===== src/rtl/cpu_0_mul_seq.sv =====
// cpu_0_mul_seq: multicycle 32x32 multiply sequencer for the M stage.
// Accumulates four 16x16 partial products, then applies a sign fix-up.
module cpu_0_mul_seq #(
  parameter bit FAST_LOW = 1'b1
) (
  input  logic        clk,
  input  logic        reset,
  input  logic        M_mul_start,
  input  logic [1:0]  M_mul_op,
  input  logic [31:0] M_mul_src1,
  input  logic [31:0] M_mul_src2,
  output logic        M_mul_busy,
  output logic        M_mul_done,
  output logic [31:0] M_mul_result
);

  typedef enum logic [1:0] {
    IDLE,
    ACC,
    FIX,
    DONE
  } state_t;

  localparam logic [1:0] OP_MUL = 2'b00;
  localparam logic [1:0] OP_SS  = 2'b10;

  state_t      state;
  state_t      state_nxt;
  logic [1:0]  op;
  logic [31:0] a_mag;
  logic [31:0] b_mag;
  logic        neg;
  logic [63:0] acc;
  logic [1:0]  cnt;

  logic        a_sgn;
  logic        b_sgn;
  logic [31:0] a_abs;
  logic [31:0] b_abs;
  logic [15:0] a_half;
  logic [15:0] b_half;
  logic [31:0] pp;
  logic [63:0] pp_sh;
  logic [63:0] fixed;
  logic        acc_last;

  always_comb begin
    a_sgn = M_mul_op[1] & M_mul_src1[31];
    b_sgn = (M_mul_op == OP_SS) & M_mul_src2[31];
    a_abs = a_sgn ? (~M_mul_src1 + 32'd1) : M_mul_src1;
    b_abs = b_sgn ? (~M_mul_src2 + 32'd1) : M_mul_src2;
  end

  // cnt[0] picks the high half of A, cnt[1] the high half of B
  always_comb begin
    a_half = cnt[0] ? a_mag[31:16] : a_mag[15:0];
    b_half = cnt[1] ? b_mag[31:16] : b_mag[15:0];
    pp     = {16'b0, a_half} * {16'b0, b_half};
    unique case (cnt)
      2'd0:    pp_sh = {32'b0, pp};
      2'd3:    pp_sh = {pp, 32'b0};
      default: pp_sh = {16'b0, pp, 16'b0};
    endcase
  end

  always_comb begin
    acc_last = (cnt == 2'd3)
             | (FAST_LOW && op == OP_MUL && cnt == 2'd2);
    fixed    = neg ? (~acc + 64'd1) : acc;
  end

  always_ff @(posedge clk) begin
    if (reset) state <= IDLE;
    else       state <= state_nxt;
  end

  always_comb begin
    state_nxt = state;
    unique case (state)
      IDLE: if (M_mul_start) state_nxt = ACC;
      ACC:  if (acc_last)    state_nxt = FIX;
      FIX:                   state_nxt = DONE;
      DONE:                  state_nxt = IDLE;
      default:               state_nxt = IDLE;
    endcase
  end

  always_ff @(posedge clk) begin
    if (reset) begin
      op           <= OP_MUL;
      a_mag        <= '0;
      b_mag        <= '0;
      neg          <= 1'b0;
      acc          <= '0;
      cnt          <= '0;
      M_mul_result <= '0;
    end else begin
      unique case (state)
        IDLE: if (M_mul_start) begin
          op    <= M_mul_op;
          a_mag <= a_abs;
          b_mag <= b_abs;
          neg   <= a_sgn ^ b_sgn;
          acc   <= '0;
          cnt   <= '0;
        end
        ACC: begin
          acc <= acc + pp_sh;
          cnt <= cnt + 2'd1;
        end
        FIX: M_mul_result <= (op == OP_MUL) ? acc[31:0]
                                            : fixed[63:32];
        default: ;
      endcase
    end
  end

  assign M_mul_busy = (state != IDLE);
  assign M_mul_done = (state == DONE);

endmodule


===== config.mk =====
export PLATFORM = sky130hd
export DESIGN_NAME = cpu_0_mul_seq
export DESIGN_NICKNAME = d
export VERILOG_FILES = /design/src/rtl/cpu_0_mul_seq.sv
export SDC_FILE = /design/constraint.sdc
export NUM_CORES = 1
export LEC_CHECK = 0
export ABC_AREA = 1
export BUFFER_PORTS_ARGS = -buffer_cell sky130_fd_sc_hd__buf_2
export CORE_MARGIN = 2
export CORE_UTILIZATION = 65
export DETAILED_ROUTE_END_ITERATION = 6
export PLACE_DENSITY = 0.84
export SYNTH_ARGS = -nofsm -noshare
export SYNTH_HDL_FRONTEND = slang
export SYNTH_SLANG_ARGS = --single-unit

===== constraint.sdc =====
create_clock -name clk -period 9.6 [get_ports clk]
set_input_delay 0 -clock clk [delete_from_list [all_inputs] [get_ports clk]]
set_output_delay 0 -clock clk [all_outputs]
set_load 0.005 [all_outputs]

After elaboration in Yosys (flattened, before gate mapping)
Index checks and enable logic that the tools add are counted.

word-level totals
  register bits after elaboration = 167
  input bits = 69
  logic and storage cells = 52

cells by class
  add/subtract/negate cells = 5
  multipliers = 1
  eq/ne operators = 8
  muxes and demuxes = 14
  bitwise logic cells = 7
  reductions and logical operators = 9

operator list
  cell                                                  count
  case mux 64 bit (2 select lines)                      2
  2-to-1 mux 64 bit                                     2
  2-to-1 mux 32 bit                                     3
  adder 32 x 1 -> 32 bit (second input constant)        2
  adder 64 x 1 -> 64 bit (second input constant)        1
  adder 64 bit                                          1
  inverter 32 bit                                       2
  inverter 64 bit                                       1
  multiplier 16 x 16 -> 32 bit                          1
  2-to-1 mux 16 bit                                     2
  equality test 2 bit (second input constant)           5
  case mux 2 bit (4 select lines)                       1
  logical NOT 2 bit                                     3
  2-to-1 mux 2 bit                                      3
  AND reduction 2 bit                                   3
  != test 2 bit (second input constant)                 2
  case mux 2 bit (2 select lines)                       1
  nonzero test 2 bit                                    2
  adder 2 x 1 -> 2 bit (second input constant)          1
  AND 1 bit                                             2
  equality test 2 x 1 -> 1 bit (second input constant)  1
  logical AND 1 bit                                     1
  bitwise OR 1 bit                                      1
  XOR 1 bit                                             1

Longest topological paths before layout
  depth after elaboration = 5
  depth in mapped cells = 46

Least setup slack after synthesis
OpenSTA, ideal clock, no wires.

  path type = register to register
  from = register cnt[1]
  to = register acc[55]
  library setup time = 132 ps
  arrival = 7433 ps
  data required time = 9468 ps
  path slack = 2035 ps
  cell stages (with the launch flop) = 40
  buffers on the path = 2
  period minus slack after synthesis = 7565 ps
  cell sequence = dfxtp_1 > inv_1 > clkbuf_1 > or2_2 > o21ai_1 > clkbuf_1 > nor2_1 > fa_1 > inv_1 > fa_1 > inv_1 > fa_1 > fa_1 > fa_1 > inv_1 > fa_1 > inv_1 > ha_1 > (+4 left out) > o21bai_1 > a21oi_1 > nor2_1 > nor2_1 > xor2_1 > o22ai_1 > ha_1 > nand2_1 > nor2_1 > inv_1 > nor2_1 > inv_1 > nor4_1 > nand2_1 > nand3_1 > nand2_1 > nand3_1 > a21oi_1

on the way
  longest elaborated chain between the ends = 5
  elaborated cells between the ends (all ways) = 7

ends and longest elaborated chain
  element                             line  source
  start: declaration                  34    logic [1:0] cnt;
  start signal: assignment            109   cnt <= cnt + 2'd1;
  2-to-1 mux 16 bit                   57    b_half = cnt[1] ? b_mag[31:16] : b_mag[15:0];
  multiplier 16 x 16 -> 32 bit        58    pp = {16'b0, a_half} * {16'b0, b_half};
  case mux 64 bit (2 select lines) *  59    unique case (cnt)
  adder 64 bit *                      108   acc <= acc + pp_sh;
  case mux 64 bit (2 select lines) *  98    unique case (state)
  end signal: assignment              108
  end: declaration                    33    logic [63:0] acc;

Mark *: on every way between the ends. The rest lies on a longest branch, timed or not.
A chain may end at the register's enable or synchronous reset.

Final worst setup path
  from = register cnt[0]
  to = register acc[26]

on the way
  longest elaborated chain between the ends = 5
  elaborated cells between the ends (all ways) = 7

ends and longest elaborated chain
  element                             line  source
  2-to-1 mux 16 bit                   56    a_half = cnt[0] ? a_mag[31:16] : a_mag[15:0];
  multiplier 16 x 16 -> 32 bit        58
  case mux 64 bit (2 select lines) *  59
  adder 64 bit *                      108
  case mux 64 bit (2 select lines) *  98

Marks and branches as above.

==> out/metrics.yaml <==
status: "finished, violations left"
violations: "DRC"
post_cts_buffers: 0
max_stage_delay_ns: 0.59
rsz0062_at_grt: "no"
path_delay_family: "adder cells"
grt_pass1_vias: 24400
cp_max_fo: 15
p_per_area_nw_per_um2: 410
ant_nets: 0
grt_use_total_pct: 47.3
r2r-end: "acc[26]$_SDFFE_PP0P_"
grt_first_pass_wirelength_microns: 133000
wl_per_cell_microns: 21.2
cp-start-kind: "flop"
ff2ff_path_depth: 32
arrival_ns: 9.42
ys_seq_area_share_pct: 14.5
p_leak_uw: 0.0121
coreArea_sq_um: 34700
gp_congestion: 1.16
rrSetupSlack_ns: 0.49
hpwl_microns: 68000
hold_path_class: "primary input to flop"
dr.pass1.iters: 7
cp-endpoint: "acc[26]$_SDFFE_PP0P_"
cp.depth: 32
row_count: 68
synth_xor_area_share_pct: 3.08
mappedNetlistNets: 3961
finalCritPeriodShare_pct: 94.9
drv_cap: 0
fin_crit_ns: 9.11
portBuffers: 102
final_common_cell: "nand2_1"
post-place-ws_ns: 0.771
synth_seq_cells: 167
fmax_ghz: 0.110
synthAdderAreaFrac_pct: 26.6
routed_wl_microns: 87200
synthMuxAreaShare_pct: 0
numCtsBuffers: 17
yosysWarnings: 0
cts.clk_slew.worst_paths_ns: 0.07
synth_top_family_by_area: "simple AND/OR/NAND/NOR gates"
multi_input_area_sq_um: 17100
io_pins: 103
cts_tree: "built"
synth-compound-area-share_pct: 16.8
routed-via-count: 25700
synthArstFlopShare_pct: 0
hold_viol_final: 0
vias_per_cell: 6.24
crit_path_start: "cnt[0]$_SDFFE_PP0P_"
die_h_microns: 192
initialDrtViolationCount: 3914
setup_violations: 0
critical_path_class: "flop to flop"
cp-end-kind: "flop"
tightest_slew_ns: 1.12
grt_max_degree: 97
cp_num_buf_inv: 6
synth_cell_types: 52
syn_avg_cell_area_sq_um: 6.55
antenna_cells: 0
cp.required_ns: 9.91
clock_latency_ns: 0.48
htreeDepth: 4
clock_sinks: 167
grt-ovfl-total: 0
fin_skew_ns: 0.0148
clock-root-buffer: "clkbuf_16"
die-area_sq_um: 37000
area_growth_pct: 9.97
seqCellArea_sq_um: 3340
die_x_microns: 192
syn_inst: 3519
layout-drive-gt1-share_pct: 8.62
drc: 20
finalMaxSlewViolations: 0
start_util_pct: 66.4
critPathMostFrequentCell: "fa_1"
reg2reg_from: "cnt[0]$_SDFFE_PP0P_"
fin_nets: 4094
fillers: 2859
max-clock-path-buffers: 2
antenna_found_initial: 1
synth-edff-count: 0
syn-cell-area_sq_um: 23000
peakVddDrop_uv: 471
setup_ws_ns: 0.492
slowest_stage: "fa_1"
final_cell_mix: "nand2_1, inv_1, nor2_1, a21oi_1, fa_1"
synth_flop_cell: "dfxtp_1"
max-slew-margin-rel_pct: 25.0
finalSetupTns_ns: 0
synthSimpleGateAreaFrac_pct: 27.8
[area by class of cell]
class                   count  area share, %
multi-input cells        2668           67.6
flip-flops and latches    167           13.2
inverters                 586           8.68
repair buffers            212           5.93
well taps                 455           2.25
clock buffers              18           1.73
clock inverters            14          0.617
[how the worst min path moves through the flow]
stage	slack, ns	depth (start not counted)	startpoint	end
2_1_floorplan	0.15	2	M_mul_op[0]	op[0]$_SDFFE_PP0P_
5_1_grt	0.06	4	M_mul_src2[3]	b_mag[3]$_SDFFE_PP0P_
3_3_place_gp	0.28	3	M_mul_src2[0]	b_mag[0]$_SDFFE_PP0P_
4_1_cts	0.002	4	M_mul_src2[8]	b_mag[8]$_SDFFE_PP0P_
6_report	0.03	4	M_mul_src2[3]	b_mag[3]$_SDFFE_PP0P_
3_5_place_dp	0.30	3	M_mul_src1[0]	a_mag[0]$_SDFFE_PP0P_
[logic make-up (layout without fill, tap and decap cells)]
kind of cell	Yosys count	count (layout)
XOR/XNOR	81	81
flip-flops	167	167
AND/OR/NAND/NOR	1514	1514
buffers and inverters	684	830
adder cells (fa/ha/maj)	373	373
AO/OA/AOI/OAI	700	700
[cell usage after synthesis (7+ instances only)]
cell / instances / area (sq um)
a21o_1: 7 / 52.6
a21oi_1: 340 / 1700
a21oi_2: 7 / 61.3
a31oi_1: 10 / 62.6
buf_2: 10 / 50.1
clkbuf_1: 82 / 308
clkinv_1: 12 / 45.0
dfxtp_1: 167 / 3340
fa_1: 195 / 3900
ha_1: 178 / 2230
inv_1: 558 / 2090
inv_2: 16 / 60.1
nand2_1: 700 / 2630
nand2_2: 22 / 138
nand3_1: 143 / 716
nand3b_1: 9 / 67.6
nand4_1: 31 / 194
nor2_1: 491 / 1840
nor2_2: 11 / 68.8
nor2_4: 7 / 78.8
nor3_1: 30 / 150
nor4_1: 11 / 68.8
o211ai_1: 20 / 150
o21ai_0: 190 / 951
o21ai_1: 36 / 180
o21ai_2: 18 / 158
o21bai_1: 18 / 135
o22ai_1: 30 / 188
or2_1: 7 / 43.8
or2_2: 28 / 175
xnor2_1: 31 / 272
xor2_1: 50 / 438
[power breakdown]
group	internal, uW	total (uW)	switching [uW]
Combinational	2740	8640	5900
Sequential	845	1020	176
Clock	356	725	369
[state kept, by name (all words and copies together), names as in the netlist]
register,flops
cnt,2
M_mul_result,32
a_mag,32
state,2
acc,64
neg,1
op,2
b_mag,32
[routing by layer]
metal	share of wire [%]	up-vias	GRT usage (%)
li1	-	11500	-
met3	17	395	17.8
met5	0	-	0
met4	5.3	0	21.0
met1	38	11800	63.8
met2	40	2017	67.2
[through the flow]
step                      instance area, sq um  std cells  power, uW  hold WS [ns]  utilization (%)
after global routing                     25300       4120      11100        0.0620             73.0
after detailed placement                 24100       4023       9150         0.300             69.4
after global placement                   24100       4023       8920         0.283             69.4
after CTS                                25300       4120       9930       0.00232             73.0
final                                    25300       4120      10400        0.0313             73.0
after floorplan                          23000       3519       6560         0.148                -
[worst register-to-register path: cells and delay by family, from the launching register on]
kind / cells / cell delay, ns
adders and majority gates: 8 / 3.88
xor gates and xnor gates: 1 / 0.41
DFF: 1 / 0.35
and+or+nand+nor: 9 / 1.49
buffers and inverters: 6 / 0.92
AOI/OAI and AO/OA: 8 / 1.87
[what timing repair did]
action	4_1_cts	5_1_grt
endpoints found under the hold margin	64	0
resized for setup	0	2
hold buffers	65	0
setup endpoints to repair	0	11
Power figures use the tool's default switching activity.
